==> src/rtl/dino_game_ctrl_pkg.sv <==
// Shared constants, state encodings and the obstacle-pattern LFSR step for the dino game engine.
package dino_game_ctrl_pkg;

  localparam int unsigned SCREEN_W  = 640;
  localparam int unsigned OBST_W    = 39;
  localparam int unsigned JUMP_MAX  = 180;
  localparam int unsigned JUMP_STEP = 10;
  localparam int unsigned V0        = 9;
  localparam int unsigned V1        = 18;
  localparam int unsigned SPEED_DIV = 256;
  localparam int unsigned SCORE_DIV = 32;

  localparam logic [10:0] OBST_START = 11'(SCREEN_W + OBST_W);
  localparam logic [7:0]  LFSR_SEED  = 8'hA5;

  typedef enum logic [1:0] {
    StIdle = 2'b00,
    StRun  = 2'b01,
    StDead = 2'b10
  } game_st_e;

  typedef enum logic [1:0] {
    JmpGround = 2'b00,
    JmpUp     = 2'b01,
    JmpDown   = 2'b10
  } jump_st_e;

  // Fibonacci form of x^8 + x^6 + x^5 + x^4 + 1.
  function automatic logic [7:0] lfsr_next(input logic [7:0] s);
    return {s[6:0], s[7] ^ s[5] ^ s[4] ^ s[3]};
  endfunction

endpackage

==> src/rtl/dino_game_ctrl_if.sv <==
// Game-engine <-> compositor/controls bundle; slave is the engine side.
interface dino_game_ctrl_if;
  logic        frame_tick;
  logic        start_btn;
  logic        jump_btn;
  logic        mode;
  logic        collide;
  logic [1:0]  game_state;
  logic [9:0]  dino_h;
  logic [10:0] obst_x;
  logic [1:0]  obst_sel;
  logic [4:0]  speed;
  logic [15:0] score;
  logic [15:0] hi_score;

  modport master (
    output frame_tick, start_btn, jump_btn, mode, collide,
    input  game_state, dino_h, obst_x, obst_sel, speed, score, hi_score
  );

  modport slave (
    input  frame_tick, start_btn, jump_btn, mode, collide,
    output game_state, dino_h, obst_x, obst_sel, speed, score, hi_score
  );
endinterface

==> src/rtl/dino_game_ctrl_bcd_add4.sv <==
// Combinational 4-digit BCD increment by 1 or 2, saturating at 9999.
module dino_game_ctrl_bcd_add4 (
  input  logic [15:0] a,
  input  logic        inc2,
  output logic [15:0] sum
);

  always_comb begin
    logic [4:0] c;
    logic [4:0] d;
    sum = '0;
    c   = inc2 ? 5'd2 : 5'd1;
    for (int i = 0; i < 4; i++) begin
      d = {1'b0, a[i*4 +: 4]} + c;
      if (d > 5'd9) begin
        d = d - 5'd10;
        c = 5'd1;
      end else begin
        c = 5'd0;
      end
      sum[i*4 +: 4] = d[3:0];
    end
    if (c != 5'd0) sum = 16'h9999;
  end

endmodule

==> src/rtl/dino_game_ctrl.sv <==
// Frame-rate game-state engine: game FSM, jump FSM, obstacle scroll, speed ramp and BCD score.
module dino_game_ctrl
  import dino_game_ctrl_pkg::*;
(
  input  logic             clk,
  input  logic             rst,
  dino_game_ctrl_if.slave  bus
);

  localparam int unsigned SPD_W = $clog2(SPEED_DIV);
  localparam int unsigned SC_W  = $clog2(SCORE_DIV);
  localparam logic [9:0]  H_STEP = 10'(JUMP_STEP);
  localparam logic [9:0]  H_MAX  = 10'(JUMP_MAX);
  localparam logic [4:0]  SPD_LO = 5'(V0);
  localparam logic [4:0]  SPD_HI = 5'(V1);

  logic tick;
  logic start_q, jump_q, start_pend_q, jump_pend_q;
  logic start_evt, jump_evt;
  logic run_init, move, die;

  game_st_e          state_q, state_d;
  jump_st_e          jst_q, jst_d;
  logic [9:0]        dino_h_q, dino_h_d;
  logic [10:0]       obst_x_q, obst_x_d;
  logic [1:0]        obst_sel_q, obst_sel_d;
  logic [7:0]        lfsr_q, lfsr_d;
  logic [SPD_W-1:0]  spd_cnt_q, spd_cnt_d;
  logic [4:0]        speed_q, speed_d;
  logic [SC_W-1:0]   sc_cnt_q, sc_cnt_d;
  logic [15:0]       score_q, score_d, score_inc;
  logic [15:0]       hi_q, hi_d;

  assign tick = bus.frame_tick;

  // A rising edge on the tick cycle itself is honoured, then the pending flag clears.
  assign start_evt = start_pend_q | (bus.start_btn & ~start_q);
  assign jump_evt  = jump_pend_q  | (bus.jump_btn  & ~jump_q);

  always_ff @(posedge clk or posedge rst) begin
    if (rst) begin
      start_q      <= 1'b0;
      jump_q       <= 1'b0;
      start_pend_q <= 1'b0;
      jump_pend_q  <= 1'b0;
    end else begin
      start_q      <= bus.start_btn;
      jump_q       <= bus.jump_btn;
      start_pend_q <= tick ? 1'b0 : start_evt;
      jump_pend_q  <= tick ? 1'b0 : jump_evt;
    end
  end

  always_ff @(posedge clk or posedge rst) begin
    if (rst) state_q <= StIdle;
    else     state_q <= state_d;
  end

  always_comb begin
    state_d = state_q;
    if (tick) begin
      unique case (state_q)
        StIdle:  if (start_evt)   state_d = StRun;
        StRun:   if (bus.collide) state_d = StDead;
        StDead:  if (start_evt)   state_d = StIdle;
        default: state_d = StIdle;
      endcase
    end
  end

  always_comb begin
    run_init = tick && (state_q == StIdle) && start_evt;
    move     = tick && (state_q == StRun) && !bus.collide;
    die      = tick && (state_q == StRun) && bus.collide;
  end

  always_ff @(posedge clk or posedge rst) begin
    if (rst) begin
      jst_q    <= JmpGround;
      dino_h_q <= '0;
    end else begin
      jst_q    <= jst_d;
      dino_h_q <= dino_h_d;
    end
  end

  // The jump tick already counts as the first climb step.
  always_comb begin
    jst_d    = jst_q;
    dino_h_d = dino_h_q;
    if (run_init) begin
      jst_d    = JmpGround;
      dino_h_d = '0;
    end else if (move) begin
      unique case (jst_q)
        JmpGround: begin
          if (jump_evt) begin
            jst_d    = JmpUp;
            dino_h_d = H_STEP;
          end
        end
        JmpUp: begin
          if (dino_h_q + H_STEP >= H_MAX) begin
            jst_d    = JmpDown;
            dino_h_d = H_MAX;
          end else begin
            dino_h_d = dino_h_q + H_STEP;
          end
        end
        JmpDown: begin
          if (dino_h_q <= H_STEP) begin
            jst_d    = JmpGround;
            dino_h_d = '0;
          end else begin
            dino_h_d = dino_h_q - H_STEP;
          end
        end
        default: begin
          jst_d    = JmpGround;
          dino_h_d = '0;
        end
      endcase
    end
  end

  always_ff @(posedge clk or posedge rst) begin
    if (rst) begin
      obst_x_q   <= OBST_START;
      obst_sel_q <= '0;
      lfsr_q     <= LFSR_SEED;
    end else begin
      obst_x_q   <= obst_x_d;
      obst_sel_q <= obst_sel_d;
      lfsr_q     <= lfsr_d;
    end
  end

  always_comb begin
    obst_x_d   = obst_x_q;
    obst_sel_d = obst_sel_q;
    lfsr_d     = lfsr_q;
    if (run_init) begin
      obst_x_d = OBST_START;
    end else if (move) begin
      if (obst_x_q < {6'b0, speed_q}) begin
        obst_x_d   = OBST_START;
        obst_sel_d = lfsr_q[1:0];
        lfsr_d     = lfsr_next(lfsr_q);
      end else begin
        obst_x_d = obst_x_q - {6'b0, speed_q};
      end
    end
  end

  always_ff @(posedge clk or posedge rst) begin
    if (rst) begin
      spd_cnt_q <= '0;
      speed_q   <= SPD_LO;
    end else begin
      spd_cnt_q <= spd_cnt_d;
      speed_q   <= speed_d;
    end
  end

  always_comb begin
    spd_cnt_d = spd_cnt_q;
    speed_d   = speed_q;
    if (run_init) begin
      spd_cnt_d = '0;
      speed_d   = SPD_LO;
    end else if (move) begin
      spd_cnt_d = (spd_cnt_q == SPD_W'(SPEED_DIV - 1)) ? '0 : spd_cnt_q + SPD_W'(1);
      if (!bus.mode) begin
        speed_d = SPD_LO;
      end else if ((spd_cnt_q == SPD_W'(SPEED_DIV - 1)) && (speed_q < SPD_HI)) begin
        speed_d = speed_q + 5'd1;
      end
    end
  end

  dino_game_ctrl_bcd_add4 u_bcd_add4 (
    .a    (score_q),
    .inc2 (bus.mode),
    .sum  (score_inc)
  );

  always_ff @(posedge clk or posedge rst) begin
    if (rst) begin
      sc_cnt_q <= '0;
      score_q  <= '0;
      hi_q     <= '0;
    end else begin
      sc_cnt_q <= sc_cnt_d;
      score_q  <= score_d;
      hi_q     <= hi_d;
    end
  end

  // Collide wins over a coinciding score step since move is low on a death tick.
  always_comb begin
    sc_cnt_d = sc_cnt_q;
    score_d  = score_q;
    hi_d     = hi_q;
    if (run_init) begin
      sc_cnt_d = '0;
      score_d  = '0;
    end else if (move) begin
      if (sc_cnt_q == SC_W'(SCORE_DIV - 1)) begin
        sc_cnt_d = '0;
        score_d  = score_inc;
      end else begin
        sc_cnt_d = sc_cnt_q + SC_W'(1);
      end
    end
    if (die && (score_q > hi_q)) hi_d = score_q;
  end

  assign bus.game_state = state_q;
  assign bus.dino_h     = dino_h_q;
  assign bus.obst_x     = obst_x_q;
  assign bus.obst_sel   = obst_sel_q;
  assign bus.speed      = speed_q;
  assign bus.score      = score_q;
  assign bus.hi_score   = hi_q;

endmodule
==> src/flat_wrapper.sv <==
// flat-port wrapper written by rule: the top's interface ports become plain ports
module dino_game_ctrl_flat import dino_game_ctrl_pkg::*;
  (clk, rst, bus_frame_tick, bus_start_btn, bus_jump_btn, bus_mode, bus_collide, bus_game_state, bus_dino_h, bus_obst_x, bus_obst_sel, bus_speed, bus_score, bus_hi_score);
  dino_game_ctrl_if bus_i ();
  input  logic clk;
  input  logic rst;
  input wire logic [$bits(bus_i.frame_tick)-1:0] bus_frame_tick;
  input wire logic [$bits(bus_i.start_btn)-1:0] bus_start_btn;
  input wire logic [$bits(bus_i.jump_btn)-1:0] bus_jump_btn;
  input wire logic [$bits(bus_i.mode)-1:0] bus_mode;
  input wire logic [$bits(bus_i.collide)-1:0] bus_collide;
  output wire logic [$bits(bus_i.game_state)-1:0] bus_game_state;
  output wire logic [$bits(bus_i.dino_h)-1:0] bus_dino_h;
  output wire logic [$bits(bus_i.obst_x)-1:0] bus_obst_x;
  output wire logic [$bits(bus_i.obst_sel)-1:0] bus_obst_sel;
  output wire logic [$bits(bus_i.speed)-1:0] bus_speed;
  output wire logic [$bits(bus_i.score)-1:0] bus_score;
  output wire logic [$bits(bus_i.hi_score)-1:0] bus_hi_score;
  assign bus_i.frame_tick = bus_frame_tick;
  assign bus_i.start_btn = bus_start_btn;
  assign bus_i.jump_btn = bus_jump_btn;
  assign bus_i.mode = bus_mode;
  assign bus_i.collide = bus_collide;
  assign bus_game_state = bus_i.game_state;
  assign bus_dino_h = bus_i.dino_h;
  assign bus_obst_x = bus_i.obst_x;
  assign bus_obst_sel = bus_i.obst_sel;
  assign bus_speed = bus_i.speed;
  assign bus_score = bus_i.score;
  assign bus_hi_score = bus_i.hi_score;
  dino_game_ctrl u_core (.clk(clk), .rst(rst), .bus(bus_i));
endmodule
==> config.mk <==
export PLATFORM = sky130hd
export DESIGN_NAME = dino_game_ctrl_flat
export DESIGN_NICKNAME = d
export VERILOG_FILES = /design/src/rtl/dino_game_ctrl_pkg.sv /design/src/rtl/dino_game_ctrl_if.sv /design/src/rtl/dino_game_ctrl_bcd_add4.sv /design/src/rtl/dino_game_ctrl.sv /design/src/flat_wrapper.sv
export SDC_FILE = /design/constraint.sdc
export NUM_CORES = 1
export LEC_CHECK = 0
export ABC_AREA = 1
export CAP_MARGIN = 10
export CORE_MARGIN = 2
export CORE_UTILIZATION = 30
export DETAILED_ROUTE_END_ITERATION = 16
export MAX_ROUTING_LAYER = met4
export PLACE_DENSITY = 0.57
export RECOVER_POWER = 100
export SYNTH_ARGS = -nofsm -noshare
export SYNTH_HDL_FRONTEND = slang
export SYNTH_HIERARCHICAL = 1
export SYNTH_SLANG_ARGS = --single-unit
==> constraint.sdc <==
create_clock -name clk -period 6.45 [get_ports clk]
set_input_delay 0.9675 -clock clk [delete_from_list [all_inputs] [get_ports clk]]
set_output_delay 0.9675 -clock clk [all_outputs]
set_load 0.02 [all_outputs]
==> results of run 1 <==
cells by family after synthesis:
group,Yosys count
simple gates,344
buf+inv,114
compound gates,98
flops,87
fa+ha+maj,41
xor+xnor,23
other cells,1
cells in the final DEF, fill, tap and decap left out, types with 2 or more instances in the layout:
cell               n
a211oi_1           2
nand3b_1           2
o21ai_1            9
clkbuf_1           4
ha_1              39
nor2_2             3
nor2_1            35
inv_2              5
dfrtp_1           75
nand2_1          181
nand3_2            2
o21ai_0           39
clkbuf_8           2
xor2_1            12
nand4_1           13
a21oi_1           25
dfstp_2           11
nor3_1            11
xnor2_1            8
clkbuf_16          9
o22ai_1            7
nand3_1           85
a21boi_0           3
nor4_1             2
clkdlybuf4s50_1    2
xnor2_2            2
a22oi_1            4
nand2_2            6
dlygate4sd3_1     65
inv_1             91
fa_1               2
o211ai_1           2
path summary, 6_finish.rpt:
path,startpoint,to,slack (ns),cells past startpoint
setup reg to reg,u_core/bus.score[0],u_core/bus.score[5],1.55,28
hold reg to reg,u_core/bus.obst_sel[1],u_core/bus.obst_sel[1],0.47,2
hold / removal,u_core/bus.obst_sel[1],u_core/bus.obst_sel[1],0.47,2
max in group asynchronous,rst,u_core/bus.game_state[0],1.49,3
setup / recovery,bus_mode,u_core/bus.score[5],0.68,30
min in group asynchronous,rst,u_core/bus.hi_score[4],1.34,2
state kept, by name, summed over array words and instances (netlist names), 5 cells and up:
signal               cells
u_core/lfsr_q            7
u_core/bus.dino_h        9
u_core/bus.hi_score     16
u_core/bus.score        16
u_core/bus.speed         5
u_core/sc_cnt_q          5
u_core/spd_cnt_q         8
u_core/bus.obst_x       11
power groups by stage:
stage          sequential, mW  combinational [mW]  clock [mW]
2_1_floorplan           0.865               0.590           0
3_3_place_gp            0.821               0.924           0
3_5_place_dp            0.821               0.926           0
4_1_cts                 0.813               0.929       0.558
5_1_grt                 0.831               0.988       0.576
6_report                0.806               0.876       0.545
metrics by stage:
step / power, mW / cells / setup slack [ns] / utilization / hold WS [ns]
3_3_place_gp: 1.74 / 989 / 0.586 / 0.355 / 0.459
6_report: 2.23 / 1005 / 0.683 / 0.369 / 0.465
5_1_grt: 2.39 / 1005 / 0.0850 / 0.369 / 0.490
3_5_place_dp: 1.75 / 989 / 0.346 / 0.355 / 0.463
2_1_floorplan: 1.46 / 708 / 1.34 / - / 0.448
4_1_cts: 2.30 / 1005 / 0.696 / 0.372 / 0.473
tightest hold or removal path: cells and delay by family (launching register included):
| family | cells | cell delay (ns) |
|---|---|---|
| DFF | 1 | 0.34 |
| and+or+nand+nor | 2 | 0.09 |
area by class of cell:
| class | instances | area (sq um) | area share |
|---|---|---|---|
| well taps | 229 | 287 | 0.0431 |
| repair buffers | 68 | 674 | 0.101 |
| clock inverters | 2 | 38.8 | 0.00583 |
| flip-flops and latches | 87 | 2190 | 0.330 |
| clock buffers | 14 | 264 | 0.0397 |
| multi-input cells | 507 | 2830 | 0.425 |
| inverters | 98 | 369 | 0.0555 |
routing by layer:
layer  global-route usage  share of wire  vias up  routed length (microns)
li1                     -              -     2456                        -
met1                0.191           0.51     2210                     6480
met2                0.213           0.44      101                     5570
met3               0.0217          0.042       12                      542
met4               0.0479          0.016        0                      202
met5                    -              0        -                        0
==> metrics.txt, run 1 <==
total negative slack=0 ns; syn_area_per_cell=7.82 sq um; dpl hpwl=between 9000 and 10000 microns; period utilisation layout=0.894; Clock Root Buffer=clkbuf_16; pwr/cell area=335 mW/mm^2; layout cell share with drive strength beyond 1=0.0644; clk buf depth=2; area of the core=0.0180 sq mm; violated checks=max-capacitance violations, max-slew violations; register share of total power=0.362; Period minus WS final=5.77 ns; total CTS buffers=9; Post-Synth XOR/XNOR Area=0.0404; Clock power frac=0.245; Reg clk slew, reported paths=0.06 ns; TritonRoute pass-1 iters=5; Placed Area=about 0.0064 sq mm; H-tree levels=3; post_cts resized=0; Synth Register Bits=87; Die X=~140 microns; MaxCap Viol Count=1; most common cell in the netlist=nand2_1; data required time of the worst path=6.71 ns; multiplexer area fraction after synthesis=0; post-synthesis cell count=708; Synth top area share=0.339; register area share after synthesis=0.396; Synth Area in Compound Gates=0.103; Slew @ Worst Pin=around 3.3 ns; outcome=finished, violations left; Async S/R FF share, synth=1.00; gpl congestion=0.835; slowest cell on the critical path=fa_1; Worst Path Arrival=6.03 ns; hold crit path type=flip-flop to flip-flop; n_diodes=0; Post-Route WL=12800 microns; via count=between 4000 and 5000; Sw Pwr=885 uW; DRC=0; largest family of logic cells by synthesized area=simple AND/OR/NAND/NOR gates; Initial Util=0.307; cell family with most CP delay=adder cells; Synth Warn #=6; CTS tree=yes; Post-synth EDFFs=0; most frequent cells after synthesis=178 x nand2_1, 89 x inv_1, 84 x nand3_1, 75 x dfrtp_1, 39 x ha_1; setup violators final=0; # rows=49; area leader, netlist=dfrtp_1; logic gate share of total power=0.393; Net count, final=819; # clock sinks=87; startpoint types=primary input; Port Buffers=67; Internal Power=~1.3 mW; Post-synth top flop=dfrtp_1; slew margin rel.=-1.18; Final ANT Viol Nets=0; Cell variety after synth=47; Simple-Gate Fraction of Synth Area=0.281; Vert. Die Dim=140 microns; Worst Path Buf+Inv=3; Design Area, Final=0.00665 sq mm; Layout Area Growth over Synthesis=20.1%; WS Path Type=primary input to flip-flop; global route total overflow=0; DIE AREA=0.0196 sq mm; DR vias/cell=4.76; Pleak=3.38 nW; largest net degree at the start of global routing=60; fillers=1943; CP max FO=13; number of global-route vias before repair=4491; cts hold-fix bufs=0; postcts setup bufs=0; first-pass GRT wire length=21900 microns; Initial DRC Count=301; DR WL/cell=about 13 microns; fmax=173 MHz; RSZ-0062 raised after global routing=false; VDD IR max=about 0.13 mV; Setup crit end kind=flip-flop; max-slew violations=60; most area-consuming cells after synthesis=dfrtp_1 34%, nand2_1 12%, ha_1 8.8%; synthesized net count=756; gr usage total=0.140; initial antenna violation count=0; Top Ports=69; most used cell, CP=nand2_1; Final Hold Viols=0; Clock Skews=0.0100 ns; Worst path max stage delay=0.56 ns; worst-skew pair later-pin latency=0.35 ns; adder-cell share of the synthesized area=0.0953; Post-Syn Area=0.00554 sq mm; Switching Share=0.397
Power figures use the tool's default switching activity.
==> run 2: changes to the inputs <==
- CORE_MARGIN: 2 -> not set
==> metrics.txt, run 2 (same netlist as run 1, synthesis figures left out) <==
DRC=0 (unchanged); Clock Root Buffer=clkbuf_16 (unchanged); first-pass GRT wire length=21600 microns (was 21900 microns); fmax=170 MHz (was 173 MHz); slew margin rel.=-1.54 (was -1.18); Switching Share=0.394 (was 0.397); CTS tree=yes (unchanged); logic gate share of total power=0.391 (was 0.393); clk buf depth=2 (unchanged); number of global-route vias before repair=4501 (was 4491); Final Hold Viols=0 (unchanged); DIE AREA=0.0190 sq mm (was 0.0196 sq mm); initial antenna violation count=0 (unchanged); largest net degree at the start of global routing=71 (was 60); total negative slack=0 ns (unchanged); total CTS buffers=9 (unchanged); most used cell, CP=nand2_1 (unchanged); period utilisation layout=0.912 (was 0.894); Net count, final=819 (unchanged); outcome=finished, violations left (unchanged); Final ANT Viol Nets=0 (unchanged); global route total overflow=0 (unchanged); post_cts resized=0 (unchanged); Port Buffers=67 (unchanged); setup violators final=0 (unchanged); hold crit path type=flip-flop to flip-flop (unchanged); cell family with most CP delay=adder cells (unchanged); Top Ports=69 (unchanged); postcts setup bufs=0 (unchanged); gpl congestion=0.829 (was 0.835); register share of total power=0.356 (was 0.362); Die X=138 microns (was 140 microns); TritonRoute pass-1 iters=5 (unchanged); via count=4805 (was 4779); Initial Util=0.307 (unchanged); Worst path max stage delay=0.62 ns (was 0.56 ns); hold path startpoint=u_core/bus.obst_sel[1] (unchanged); startpoint types=primary input (unchanged); area of the core=0.0180 sq mm (unchanged); Internal Power=1.37 mW (was 1.34 mW); Hold Slack=0.467 ns (was 0.465 ns); Post-Route WL=12800 microns (about the same); Initial DRC Count=333 (was 301); Clock Skews=0.00976 ns (was 0.0100 ns); VDD IR max=0.131 mV (was 0.128 mV); layout cell share with drive strength beyond 1=0.0657 (was 0.0644); Reg clk slew, reported paths=0.07 ns (was 0.06 ns); most frequent cells in the layout=182 x nand2_1, 91 x inv_1, 85 x nand3_1 (was 181 x nand2_1, 91 x inv_1, 85 x nand3_1); Clock power frac=0.253 (was 0.245); Worst Path Buf+Inv=3 (unchanged); Slew @ Worst Pin=3.81 ns (was 3.27 ns); violated checks=max-capacitance violations, max-slew violations (unchanged); pwr/cell area=339 mW/mm^2 (was 335 mW/mm^2); r2r startpoint=u_core/bus.score[0] (unchanged); # clock sinks=87 (unchanged); # rows=49 (unchanged); max-slew violations=71 (was 60); Layout Area Growth over Synthesis=20.5% (was 20.1%); RSZ-0062 raised after global routing=false (unchanged); n_diodes=0 (unchanged); Vert. Die Dim=138 microns (was 140 microns); Setup crit end kind=flip-flop (unchanged); data required time of the worst path=6.70 ns (was 6.71 ns); CP startpoint=bus_mode (unchanged); MaxCap Viol Count=1 (unchanged); H-tree levels=3 (unchanged); dpl hpwl=9230 microns (was 9190 microns); Pleak=3.40 nW (was 3.38 nW); DR vias/cell=4.78 (was 4.76); Period minus WS final=5.88 ns (was 5.77 ns); Worst Path Arrival=6.13 ns (was 6.03 ns); gr usage total=0.148 (was 0.140); worst-skew pair later-pin latency=0.35 ns (about the same); DR WL/cell=12.7 microns (about the same); cts hold-fix bufs=0 (unchanged); slowest cell on the critical path=dlygate4sd3_1 (was fa_1); commonest non-fill, non-tap cell in the layout=nand2_1 (unchanged); Sw Pwr=892 uW (was 885 uW); CP max FO=13 (unchanged); WS Path Type=primary input to flip-flop (unchanged)
-- run 2: cell count changes in the layout (fill, tap and decap cells not counted) --
| cell | before | now |
|---|---|---|
| clkbuf_1 | 4 | 2 |
| bufinv_16 | 1 | 2 |
| nand2_2 | 6 | 5 |
| clkinv_4 | 1 | 2 |
| clkbuf_8 | 2 | 1 |
| clkdlybuf4s50_1 | 2 | 1 |
| dlygate4sd3_1 | 65 | 66 |
| nand2_1 | 181 | 182 |
| clkinv_2 | 0 | 1 |
-- run 2: path summary, 6_finish.rpt --
check,end,slack [ns],cells past startpoint
min in group asynchronous,u_core/bus.hi_score[12],1.19,2
max reg2reg,u_core/bus.score[6],1.54,28
max in group asynchronous,u_core/bus.score[12],1.20,3
max,u_core/bus.score[6],0.57,30
min,u_core/bus.obst_sel[1],0.47,2
min reg2reg,u_core/bus.obst_sel[1],0.47,2
-- run 2: stage by stage --
stage	instances	total power [mW]	util	worst slack (ns)	cell area, sq um
floorplan	708	1.46	-	1.34	5540
global placement	989	1.75	0.355	0.576	6400
detailed placement	989	1.75	0.355	0.376	6400
CTS	1005	2.34	0.373	0.722	6730
global route	1005	2.44	0.370	0.163	6670
finish	1005	2.26	0.370	0.567	6670
-- run 2: worst register-to-register path: cells and delay by family (launching register included) --
family | cells | cell delay [ns]
compound gates | 1 | 0.19
xor+xnor | 3 | 0.58
fa+ha+maj | 8 | 2.08
buf+inv | 1 | 0.06
flops | 1 | 0.39
simple gates | 15 | 1.52
-- run 2: per-layer routing --
layer / vias to the layer above / GRT usage / wire length (microns)
li1: 2454 / - / -
met2: 101 / 0.229 / 5580
met4: 0 / 0.0332 / 106
met1: 2239 / 0.199 / 6580
met5: - / - / 0
met3: 11 / 0.0289 / 519
-- run 2: power by group through the flow --
stage	Clock (mW)	Sequential, mW	Combinational, mW
final	0.573	0.806	0.884
after global routing	0.611	0.829	1.00
after CTS	0.591	0.813	0.934
after detailed placement	0	0.819	0.930
after global placement	0	0.821	0.925
after floorplan	0	0.865	0.590
-- run 2: area by class of cell --
type | instances | area, sq um
Fill cell | 1897 | 11400
Multi-Input combinational cell | 507 | 2820
Sequential cell | 87 | 2190
Timing Repair Buffer | 68 | 674
Inverter | 98 | 369
Tap cell | 229 | 287
Clock buffer | 11 | 243
Clock inverter | 5 | 82.6
